===== config.mk =====
export PLATFORM = sky130hd
export DESIGN_NAME = nes_palette_ram
export DESIGN_NICKNAME = d
export VERILOG_FILES = /design/src/rtl/nes_palette_pkg.sv /design/src/rtl/nes_palette_init_rom.sv /design/src/rtl/nes_palette_ram.sv
export SDC_FILE = /design/constraint.sdc
export NUM_CORES = 1
export LEC_CHECK = 0
export CAP_MARGIN = 10
export CORE_ASPECT_RATIO = 0.5
export CORE_UTILIZATION = 45
export DETAILED_ROUTE_END_ITERATION = 6
export DONT_BUFFER_PORTS = 1
export GPL_ROUTABILITY_DRIVEN = 0
export PLACE_DENSITY = 0.57
export SLEW_MARGIN = 20
export SYNTH_ARGS = -nofsm -noshare
export SYNTH_HDL_FRONTEND = slang
export SYNTH_SLANG_ARGS = --single-unit

===== constraint.sdc =====
create_clock -name clk -period 4.1 [get_ports clk]
set_clock_uncertainty 0.1 [all_clocks]
set_input_delay 0.41 -clock clk [delete_from_list [all_inputs] [get_ports clk]]
set_output_delay 0.41 -clock clk [all_outputs]
set_load 0.005 [all_outputs]

===== src/rtl/nes_palette_pkg.sv =====
// Shared types, the address mirror and the power-on palette table for the
// NES-style palette RAM.
package nes_palette_pkg;

  // Controller states: fill storage, wait for CPU, acknowledge CPU.
  typedef enum logic [1:0] {
    INIT,
    IDLE,
    ACK
  } pal_state_e;

  // Widest entry address ever needed (16 palettes * 4 entries).
  localparam int MAX_AW    = 6;
  localparam int TABLE_LEN = 32;

  // Power-on contents: eight 4-entry palettes, repeated modulo 32 for
  // larger RAMs and truncated for smaller ones.
  localparam logic [7:0] DEFAULT_TABLE [TABLE_LEN] = '{
    8'h06, 8'h2D, 8'h27, 8'h30,
    8'h06, 8'h30, 8'h1A, 8'h09,
    8'h06, 8'h2D, 8'h27, 8'h30,
    8'h06, 8'h27, 8'h17, 8'h0F,
    8'h06, 8'h3C, 8'h27, 8'h30,
    8'h06, 8'h21, 8'h26, 8'h20,
    8'h06, 8'h26, 8'h2C, 8'h30,
    8'h06, 8'h27, 8'h2A, 8'h30
  };

  // Entry 0 of every palette is the shared background colour, so any
  // address with the low two bits clear folds onto entry 0.
  function automatic logic [MAX_AW-1:0] mirror(input logic [MAX_AW-1:0] addr);
    return (addr[1:0] == 2'b00) ? '0 : addr;
  endfunction

endpackage


===== src/rtl/nes_palette_init_rom.sv =====
// Combinational lookup of the power-on palette contents by init address.
module nes_palette_init_rom
  import nes_palette_pkg::*;
#(
  parameter int AW = 5
) (
  input  logic [AW-1:0] addr_i,
  output logic [7:0]    data_o
);

  logic [4:0] tableIdx;

  // Wrap the address onto the 32-entry table and read the default colour.
  always_comb begin
    tableIdx = 5'(addr_i);
    data_o   = DEFAULT_TABLE[tableIdx];
  end

endmodule


===== src/rtl/nes_palette_ram.sv =====
// Palette RAM with a self-initialising controller, a handshaked CPU port and
// a one-cycle-latency renderer lookup port with greyscale masking.
module nes_palette_ram
  import nes_palette_pkg::*;
#(
  parameter int NPAL    = 8,
  parameter int DW      = 6,
  parameter bit INIT_EN = 1'b1
) (
  input  logic                         clk,
  input  logic                         rst_n,
  input  logic                         cpu_req,
  input  logic                         cpu_we,
  input  logic [$clog2(4*NPAL)-1:0]    cpu_addr,
  input  logic [7:0]                   cpu_wdata,
  output logic                         cpu_ack,
  output logic [7:0]                   cpu_rdata,
  input  logic [$clog2(4*NPAL)-1:0]    pix_addr,
  input  logic                         pix_grey,
  output logic [7:0]                   dout,
  output logic                         ready
);

  localparam int DEPTH = 4 * NPAL;
  localparam int AW    = $clog2(DEPTH);
  localparam logic [DW-1:0] GREY_MASK = {DW{1'b1}} << 4;

  logic [DW-1:0] mem [DEPTH];

  pal_state_e    state_q, state_d;
  logic [AW-1:0] initCnt_q, initCnt_d;
  logic [7:0]    rdata_q, rdata_d;
  logic [7:0]    dout_q, dout_d;

  logic          memWe;
  logic [AW-1:0] memWaddr;
  logic [DW-1:0] memWdata;
  logic [AW-1:0] cpuIdx;
  logic [AW-1:0] pixIdx;
  logic [DW-1:0] cpuVal;
  logic [DW-1:0] pixVal;
  logic [7:0]    romData;

  nes_palette_init_rom #(
    .AW(AW)
  ) u_init_rom (
    .addr_i (initCnt_q),
    .data_o (romData)
  );

  // Fold both ports' addresses onto real storage and read them asynchronously.
  always_comb begin
    cpuIdx = AW'(mirror(MAX_AW'(cpu_addr)));
    pixIdx = AW'(mirror(MAX_AW'(pix_addr)));
    cpuVal = mem[cpuIdx];
    pixVal = mem[pixIdx];
  end

  // Controller: sweep storage once after reset, then serve one CPU access per two cycles.
  always_comb begin
    state_d   = state_q;
    initCnt_d = initCnt_q;
    rdata_d   = rdata_q;
    memWe     = 1'b0;
    memWaddr  = initCnt_q;
    memWdata  = '0;
    case (state_q)
      INIT: begin
        memWe     = 1'b1;
        memWaddr  = initCnt_q;
        memWdata  = INIT_EN ? DW'(romData) : '0;
        initCnt_d = initCnt_q + 1'b1;
        if (initCnt_q == AW'(DEPTH - 1)) begin
          state_d = IDLE;
        end
      end
      IDLE: begin
        if (cpu_req) begin
          state_d = ACK;
          if (cpu_we) begin
            memWe    = 1'b1;
            memWaddr = cpuIdx;
            memWdata = DW'(cpu_wdata);
          end else begin
            rdata_d = 8'(cpuVal);
          end
        end
      end
      ACK: begin
        state_d = IDLE;
      end
      default: begin
        state_d = INIT;
      end
    endcase
  end

  // Renderer colour: blanked until ready, optionally reduced to luminance bits; reads see pre-write contents.
  always_comb begin
    dout_d = '0;
    if (state_q != INIT) begin
      dout_d = 8'(pix_grey ? (pixVal & GREY_MASK) : pixVal);
    end
  end

  // Storage has no reset; the INIT sweep defines its contents.
  always_ff @(posedge clk) begin
    if (memWe) begin
      mem[memWaddr] <= memWdata;
    end
  end

  // Control and output registers, cleared asynchronously so reset aborts any access.
  always_ff @(posedge clk or negedge rst_n) begin
    if (!rst_n) begin
      state_q   <= INIT;
      initCnt_q <= '0;
      rdata_q   <= '0;
      dout_q    <= '0;
    end else begin
      state_q   <= state_d;
      initCnt_q <= initCnt_d;
      rdata_q   <= rdata_d;
      dout_q    <= dout_d;
    end
  end

  assign cpu_ack   = (state_q == ACK);
  assign ready     = (state_q != INIT);
  assign cpu_rdata = rdata_q;
  assign dout      = dout_q;

endmodule

-- Word level (Yosys, flattened, before mapping)
Memories as Yosys holds them, arrays and structs flattened. A register that Yosys moved wholly into a read port is not among the register bits.
Index checks and enable logic that the tools add are counted.
- memory bits (read-only): 256
- logic and storage cells: 41
- register bits: 15
- memories kept: 2
- bits in writable memories: 192
- input port bits: 23
- memories (memory ; words ; bits a word ; rd ports ; clocked after memory_dff ; wr ports ; line ; text):
    (name not given) ; 32 ; 8 ; 1 ; 0 ; 0 ; nes_palette_init_rom.sv:16 ; data_o = DEFAULT_TABLE[tableIdx];
    mem ; 32 ; 6 ; 2 ; 1 ; 1 ; nes_palette_ram.sv:28 ; logic [DW-1:0] mem [DEPTH];
- equality and inequality tests: 5
- magnitude comparators: 1
- reductions and logical operators: 7
- muxes and demuxes: 20
- add/sub/neg operators: 1
- bitwise gates (word level): 2
- operators by type and width (operator ; number):
    6-bit 2-to-1 mux ; 5
    5-bit 2-to-1 mux ; 5
    6-bit one-hot mux with 2 select lines ; 1
    6-bit greater-or-equal comparator, second input constant ; 1
    2-bit logical NOT ; 3
    5-bit NOT with 6-bit output ; 1
    2-bit one-hot mux with 3 select lines ; 1
    5-bit by 1-bit adder with 5-bit output, second input constant ; 1
    5-bit == test, second input constant ; 1
    1-bit 2-to-1 mux ; 4
    2-bit 2-to-1 mux ; 2
    4-bit 2-to-1 mux ; 1
    2-bit != test, second input constant ; 2
    3-bit AND reduction ; 1
    2-bit by 1-bit == test with 1-bit output, second input constant ; 1
    2-bit == test, second input constant ; 1
    1-bit one-hot mux with 2 select lines ; 1
    2-bit AND reduction ; 1
    2-bit nonzero test ; 1
    1-bit logical NOT ; 1
    1-bit NOT ; 1

-- Depth between registers and ports, before layout
Gate-level depths: netlist of the first run.
- word-level depth: 5
- depth in mapped cells: 9
- gate-level depth less buffers: 7

-- Modules after synthesis
Synthesis of the first run repeated with hierarchy kept, for this count alone.
- cells, all modules: 773
- area, all modules: 9356.5 um2
- modules (own cells, without submodules) (module ; times used ; sequential area each (um2) ; area an instance (um2) ; cells an instance):
    nes_palette_ram ; 1 ; 5159.9 ; 9013.6 ; 732
    nes_palette_init_rom ; 1 ; 0.0 ; 342.8 ; 41

-- Worst setup path after synthesis of the first run
No wires, ideal clock.
- kind: register to register
- from: reg initCnt_q[1]
- to: mem mem[0][3] (data pin)
- path buffers: 0
- slack: 1.284 ns
- cell stages (with the launch flop): 7
- data arrival time: 2.301 ns
- cell sequence: dfrtp_1 ha_1 ha_1 inv_1 a311oi_1 a221oi_1 o21ai_0
- longest elaborated chain between the ends: 5
- RTL lines (what ; line ; text):
    start, declared ; nes_palette_ram.sv:31 ; logic [AW-1:0] initCnt_q, initCnt_d;
    start signal, assigned ; nes_palette_ram.sv:122 ; initCnt_q <= initCnt_d;
    5-bit NOT with 6-bit output (not written as such) ; nes_palette_init_rom.sv:16 ;
    memory 32 x 8 bit ; - ;
    6-bit 2-to-1 mux (not written as such) (2 in a row) ; nes_palette_init_rom.sv:16 ;
    6-bit one-hot mux with 2 select lines ; nes_palette_ram.sv:67 ; case (state_q)
    named net memWdata[3] ; nes_palette_ram.sv:37 ; logic [DW-1:0] memWdata;
    end, declared ; nes_palette_ram.sv:28 ;
The timed path passes the listed nets, and every way through them passes these cells. The select of a mux whose other input is x is not followed.

-- Final worst setup path of the first run
- from: reg initCnt_q[2]
- to: mem mem[7][2] (enable)
- longest elaborated chain between the ends: 3
- RTL lines (what ; line ; text):
    5-bit 2-to-1 mux ; nes_palette_ram.sv:80 ; if (cpu_we) begin
    5-bit 2-to-1 mux ; nes_palette_ram.sv:78 ; if (cpu_req) begin
    5-bit 2-to-1 mux (*) ; nes_palette_ram.sv:67 ;
Mark *: on every way between the ends. The rest lies on a longest branch, timed or not.

==> flow_metrics.env, run 1 <==
export IMPL_synth_edff_count=162
export IMPL_h_tree_depth=4
export IMPL_clkSinkCount=181
export IMPL_synth_seq_cells=181
export IMPL_post_synth_top_area_cell="edfxtp_1"
export IMPL_synth_cell_area_mm2=0.00947
export IMPL_route_antenna_remaining_nets=0
export IMPL_synth_cell_type_count=67
export IMPL_cts_path_max_buffers=2
export IMPL_critical_path_reg2reg_startpoint="initCnt_q[2]"
export IMPL_critical_path_slowest_cell="dfrtp_1"
export IMPL_part_of_the_total_power_dissipated_in_the_clock_network_pct=26.3
export IMPL_grt_pass1_wl_um=40700
export IMPL_top_level_ports=41
export IMPL_post_route_period_util_pct=73.8
export IMPL_ctsRootBufferMaster="clkbuf_16"
export IMPL_hold_path_startpoint="cpu_req"
export IMPL_postCtsSetupRepairBufs=0
export IMPL_grt_setup_unrepaired="false"
export IMPL_final_instance_count_excl_fill=1035
export IMPL_final_max_slew_viol_count=0
export IMPL_avgRoutedWirePerCell_um=26.5
export IMPL_routed_wl_um=27400
export IMPL_tritoncts="yes"
export IMPL_routed_via_count=6668
export IMPL_synth_area_leaders="edfxtp_1 51%, mux2i_1 6.0%, dfrtp_1 5.0%, mux2_2 3.6%, nor2_1 2.9%"
export IMPL_total_of_max_cap_violations=0
export IMPL_cts_resized=0
export IMPL_sequential_group_share_of_total_power_pct=47.9
export IMPL_grt_start_max_net_pins=87
export IMPL_core_area_mm2=0.0206
export IMPL_largest_stage_delay_on_the_critical_path_ps=670
export IMPL_min_delay_path_depth=2
export IMPL_numPlacedInstances=1001
export IMPL_fp_dieArea_mm2=0.0217
export IMPL_top_reg_cell_synth="edfxtp_1"
export IMPL_antenna_violations_before_repair=0
export IMPL_worst_hold_slack_ps=77.2
export IMPL_worst_r2r_setup_slack_ps=1070
export IMPL_timing_rr_end="mem[7][2]"
export IMPL_peak_freq_ghz=0.331
export IMPL_worstPathRequired_ps=4070
export IMPL_chipHeight_um=105
export IMPL_worst_r2r_cell_count=4
export IMPL_maxSlewHeadroom_pct=32.9
export IMPL_first_global_vias=6496
export IMPL_yosysMostFrequentCell="edfxtp_1"
export IMPL_p_leak_nw=3.43
export IMPL_synth_cells=781
export IMPL_post_route_drc_count=0
export IMPL_worst_ep_arrival_time_ps=2990
export IMPL_power_net_switching_mw=1.99
export IMPL_hold_path_endpoint="state_q[0]"
export IMPL_post_synth_top_area_fraction_pct=51.3
export IMPL_cts_clk_slew_worst_paths_ps=70
export IMPL_total_power_mw=6.02
export IMPL_tightestPinTransition_ps=1010
export IMPL_flow_area_growth_from_synthesis_pct=6.64
export IMPL_fp_row_count=37
export IMPL_ys_seq_area_share_pct=56.4
export IMPL_vdd_ir_drop_worst_v=0.000537
export IMPL_status="completed"
export IMPL_combPwrFrac_pct=25.9
export IMPL_grt_remaining_overflow=0
export IMPL_detailed_place_hpwl_um=17800
export IMPL_port_buffers=0
export IMPL_placed_area_mm2=0.00951
export IMPL_number_of_hold_violations_in_the_final_report=0
export IMPL_yosys_warnings=0
export IMPL_crit_chain="clkinv_1 > nor3_1 > a21oi_1 > nor2_1"
export IMPL_drt_pass1_iterations=5
export IMPL_viasPerCell=6.44
export IMPL_num_nets_final=782
export IMPL_period_needed_ps=3030
export IMPL_totalNegativeSetupSlack_ps=0
export IMPL_grt_usage_pct=26.0
export IMPL_internal_power_mw=4.03
export IMPL_netSwitchingFraction_pct=33.1
export IMPL_worstSkewPairLatency_ps=440
export IMPL_min_path_type="in2reg"
export IMPL_floorplan_die_width_um=207
export IMPL_report_final_setup_viol=0
export IMPL_synthTopCellsByCount="162 x edfxtp_1, 72 x nor2_1, 57 x mux2i_1, 47 x a21oi_1"
export IMPL_critical_path_startpoint_type="flop"
export IMPL_post_route_cells_drive_above_1_share_pct=10.9
export IMPL_end_kind="flop"
export IMPL_antennaDiodeCount=0
export IMPL_floorplan_initialDensity_pct=46.0
export IMPL_worst_setup_path_type="reg2reg"
export IMPL_synthArstFlopShare_pct=10.5
export IMPL_crit_fanout=12
export IMPL_drt_initial_drc_count=706
export IMPL_clock_buffers_created_by_tritoncts=17
export IMPL_powerDensity_mw_per_mm2=595
export IMPL_synthesis_area_per_instance_um2=12.1
export IMPL_final_instance_area_mm2=0.0101
## worst max-delay path, delay by kind of cell, from the launching register on
family	cells	cell delay, ps
buffers and inverters	1	410
AND/OR/NAND/NOR	2	1230
AO/OA/AOI/OAI	1	240
flip-flops	1	670
## sequential cells by signal, summed over array words and instances, names as in the netlist
register / flops
state_q: 2
initCnt_q: 5
dout: 6
cpu_rdata: 6
mem: 162
## power by group through the flow
| stage | registers, mW | logic [mW] | clock network [mW] |
|---|---|---|---|
| floorplan | 2.81 | 1.05 | 0 |
| global placement | 2.90 | 1.51 | 0 |
| detailed placement | 2.91 | 1.53 | 0 |
| CTS | 2.87 | 1.54 | 1.60 |
| global route | 2.90 | 1.68 | 1.68 |
| finish | 2.88 | 1.56 | 1.58 |
## worst max-delay path by stage
stage,startpoint,depth (start not counted),to,slack [ps]
final,initCnt_q[2],4,mem[7][2],1070
after global routing,initCnt_q[1],7,mem[15][4],910
after CTS,initCnt_q[2],4,mem[7][2],1140
after detailed placement,initCnt_q[2],4,mem[7][1],1150
after global placement,initCnt_q[2],4,mem[7][1],1190
after floorplan,initCnt_q[1],6,mem[0][3],1280
## metal layers
metal / vias to the layer above / global-route usage (%) / routed length, um
li1: 2984 / - / -
met1: 3297 / 37.4 / 12300
met2: 352 / 37.6 / 11700
met3: 35 / 8.00 / 2830
met4: 0 / 7.84 / 551
met5: - / 0 / 0
## stage by stage
step	utilization [%]	setup WS [ps]
after floorplan	-	1280
after global routing	49.0	905
after CTS	49.0	1140
final	49.0	1070
after global placement	46.1	1190
after detailed placement	46.1	1150
## layout by cell type, fill, tap and decap left out, types with 5 or more instances in the layout
| cell type | n |
|---|---|
| mux2i_1 | 57 |
| o221ai_1 | 7 |
| mux4_2 | 5 |
| nor2_1 | 72 |
| edfxtp_1 | 162 |
| nor2b_1 | 11 |
| nand2_1 | 38 |
| a21oi_1 | 47 |
| a211oi_1 | 7 |
| a31oi_1 | 6 |
| ha_1 | 10 |
| clkbuf_16 | 17 |
| a32o_1 | 5 |
| mux2_2 | 30 |
| nand2b_1 | 12 |
| o21ai_0 | 37 |
| a32oi_1 | 5 |
| inv_1 | 16 |
| nor3_1 | 12 |
| o211ai_1 | 16 |
| buf_4 | 10 |
| o2bb2ai_1 | 9 |
| a221oi_1 | 28 |
| a311oi_1 | 7 |
| a21boi_0 | 5 |
| o22ai_1 | 22 |
| nand3_1 | 6 |
| dfrtp_1 | 19 |
| a22o_1 | 12 |
## what timing repair did
item	in CTS	in global routing
hold buffers	2	0
endpoints found under the setup margin	0	0
endpoints found under the hold margin	19	0
## cell type report
cell class,instances,area (um^2)
Sequential cell,181,5340
Fill cell,1776,10500
Timing Repair Buffer,12,105
Multi-Input combinational cell,520,3680
Clock inverter,13,135
Clock buffer,19,433
Tap cell,273,342
Inverter,17,63.8
## kinds of logic (layout without fill, tap and decap cells)
kind of cell               after synthesis  count (layout)  share of synthesized area [%]
and+or+nand+nor                        171             171                           8.28
AOI/OAI and AO/OA                      238             238                           17.7
muxes                                   95              95                           11.2
other                                    1               4                         0.0396
xor gates and xnor gates                 2               2                          0.185
DFF                                    181             181                           56.4
adders and majority gates               10              10                           1.32
buffers and inverters                   83              61                           4.90
No activity file was read; power rests on OpenSTA's default activity.
==> run 2: changes to the inputs <==
Settings changed: PLACE_DENSITY 0.57 to 0.59.
Clock period 4.1 ns to 2.7 ns, I/O delays scaled along.
==> flow_metrics.env, run 2 (synthesized netlist as in run 1, its figures left out) <==
export IMPL_largest_stage_delay_on_the_critical_path_ps=610
export IMPL_critical_path_slowest_cell="dfrtp_1"
export IMPL_crit_chain="clkinv_1 > nor3_1 > a21oi_1 > nor2_1 > buf_4"
export IMPL_port_buffers=0
export IMPL_post_route_period_util_pct=95.2
export IMPL_multi_input_combinational_cell_area_mm2=0.00369
export IMPL_final_max_slew_viol_count=0
export IMPL_cts_resized=0
export IMPL_report_final_setup_viol=0
export IMPL_tightestPinTransition_ps=876
export IMPL_cts_path_max_buffers=2
export IMPL_grt_usage_pct=26.7
export IMPL_fin_ws_ps=131
export IMPL_cp_depth=5
export IMPL_mostFrequentLayoutCell="edfxtp_1"
export IMPL_ctsRootBufferMaster="clkbuf_16"
export IMPL_period_needed_ps=2570
export IMPL_route_antenna_remaining_nets=0
export IMPL_worst_r2r_cell_count=5
export IMPL_detailed_place_hpwl_um=18300
export IMPL_post_route_drc_count=0
export IMPL_peak_freq_ghz=0.389
export IMPL_critPathBufInv=2
export IMPL_crit_fanout=12
export IMPL_num_fill_cells=1767
export IMPL_number_of_hold_violations_in_the_final_report=0
export IMPL_worst_r2r_setup_slack_ps=130
export IMPL_critical_path_reg2reg_startpoint="initCnt_q[2]"
export IMPL_num_nets_final=814
export IMPL_min_delay_path_depth=2
export IMPL_p_leak_nw=3.60
export IMPL_total_of_max_cap_violations=0
export IMPL_first_global_vias=6701
export IMPL_vdd_ir_drop_worst_v=0.000646
export IMPL_drt_initial_drc_count=660
export IMPL_grt_start_max_net_pins=87
export IMPL_fp_row_count=37
export IMPL_hold_path_endpoint="dout[3]"
export IMPL_tritoncts="yes"
export IMPL_cts_hold_buffers_added=3
export IMPL_clkSinkCount=181
export IMPL_maxSlewHeadroom_pct=41.6
export IMPL_end_kind="flop"
export IMPL_status="completed"
export IMPL_largest_register_ffs=162
export IMPL_avgRoutedWirePerCell_um=26.3
export IMPL_routed_via_count=6889
export IMPL_top_level_ports=41
export IMPL_timing_rr_end="mem[7][2]"
export IMPL_hold_path_startpoint="pix_grey"
export IMPL_cts_clk_slew_worst_paths_ps=60
export IMPL_critical_path_startpoint_type="flop"
export IMPL_grt_remaining_overflow=0
export IMPL_floorplan_die_width_um=207
export IMPL_min_path_type="in2reg"
export IMPL_regMostFlops="mem"
export IMPL_worstPathRequired_ps=2750
export IMPL_flow_area_growth_from_synthesis_pct=9.39
export IMPL_layout_cells_most_common_list="162 x edfxtp_1, 72 x nor2_1, 57 x mux2i_1"
export IMPL_worstSkewPairLatency_ps=450
export IMPL_core_area_mm2=0.0206
export IMPL_drt_pass1_iterations=5
export IMPL_viasPerCell=6.46
export IMPL_grt_pass1_wl_um=41600
export IMPL_chipHeight_um=105
export IMPL_floorplan_initialDensity_pct=46.0
export IMPL_worst_path_dominant_cell_family="simple AND/OR/NAND/NOR gates"
export IMPL_totalNegativeSetupSlack_ps=0
export IMPL_worst_setup_path_type="reg2reg"
export IMPL_clock_buffers_created_by_tritoncts=17
export IMPL_antennaDiodeCount=0
export IMPL_routed_wl_um=28100
export IMPL_worst_ep_arrival_time_ps=2620
export IMPL_area_sequential_mm2=0.00534
export IMPL_dp_slack_ps=172
export IMPL_post_route_cells_drive_above_1_share_pct=14.5
export IMPL_postCtsSetupRepairBufs=0
export IMPL_grt_setup_unrepaired="false"
export IMPL_h_tree_depth=4
export IMPL_powerDensity_mw_per_mm2=901
export IMPL_worst_hold_slack_ps=31.6
export IMPL_fp_dieArea_mm2=0.0217
export IMPL_antenna_violations_before_repair=0
run 2: worst max path at each step:
stage,startpoint,endpoint,slack [ps]
after CTS,initCnt_q[1],mem[2][1],160
after global placement,initCnt_q[1],mem[5][1],280
after global routing,initCnt_q[2],mem[6][2],40
after floorplan,initCnt_q[1],mem[0][3],350
after detailed placement,initCnt_q[1],mem[7][1],170
final,initCnt_q[2],mem[7][2],130
run 2: metrics by stage:
step	total power, mW	utilization (%)	cell area [um^2]	instances
2_1_floorplan	5.85	-	9490	784
3_3_place_gp	6.84	47.3	9750	1032
3_5_place_dp	6.90	47.3	9750	1032
4_1_cts	9.32	50.3	10400	1067
5_1_grt	9.71	50.3	10400	1067
6_report	9.33	50.3	10400	1067
run 2: where the power goes:
part / switching, mW / total (mW) / internal [mW]
logic: 1.77 / 2.60 / 0.829
clock network: 1.08 / 2.43 / 1.35
registers: 0.249 / 4.30 / 4.05
run 2: area by class of cell:
class | count | share of cell area [%]
clock buffers | 22 | 4.58
clock inverters | 10 | 0.942
inverters | 17 | 0.616
multi-input cells | 520 | 35.6
flip-flops and latches | 181 | 51.5
well taps | 273 | 3.30
repair buffers | 44 | 3.48
run 2: per-layer routing:
layer,up-vias,track usage (%),share of wire (%)
met5,-,0,0
met4,0,8.64,1.9
met3,31,9.32,11
met2,354,38.8,43
met1,3451,37.1,43
li1,3053,-,-
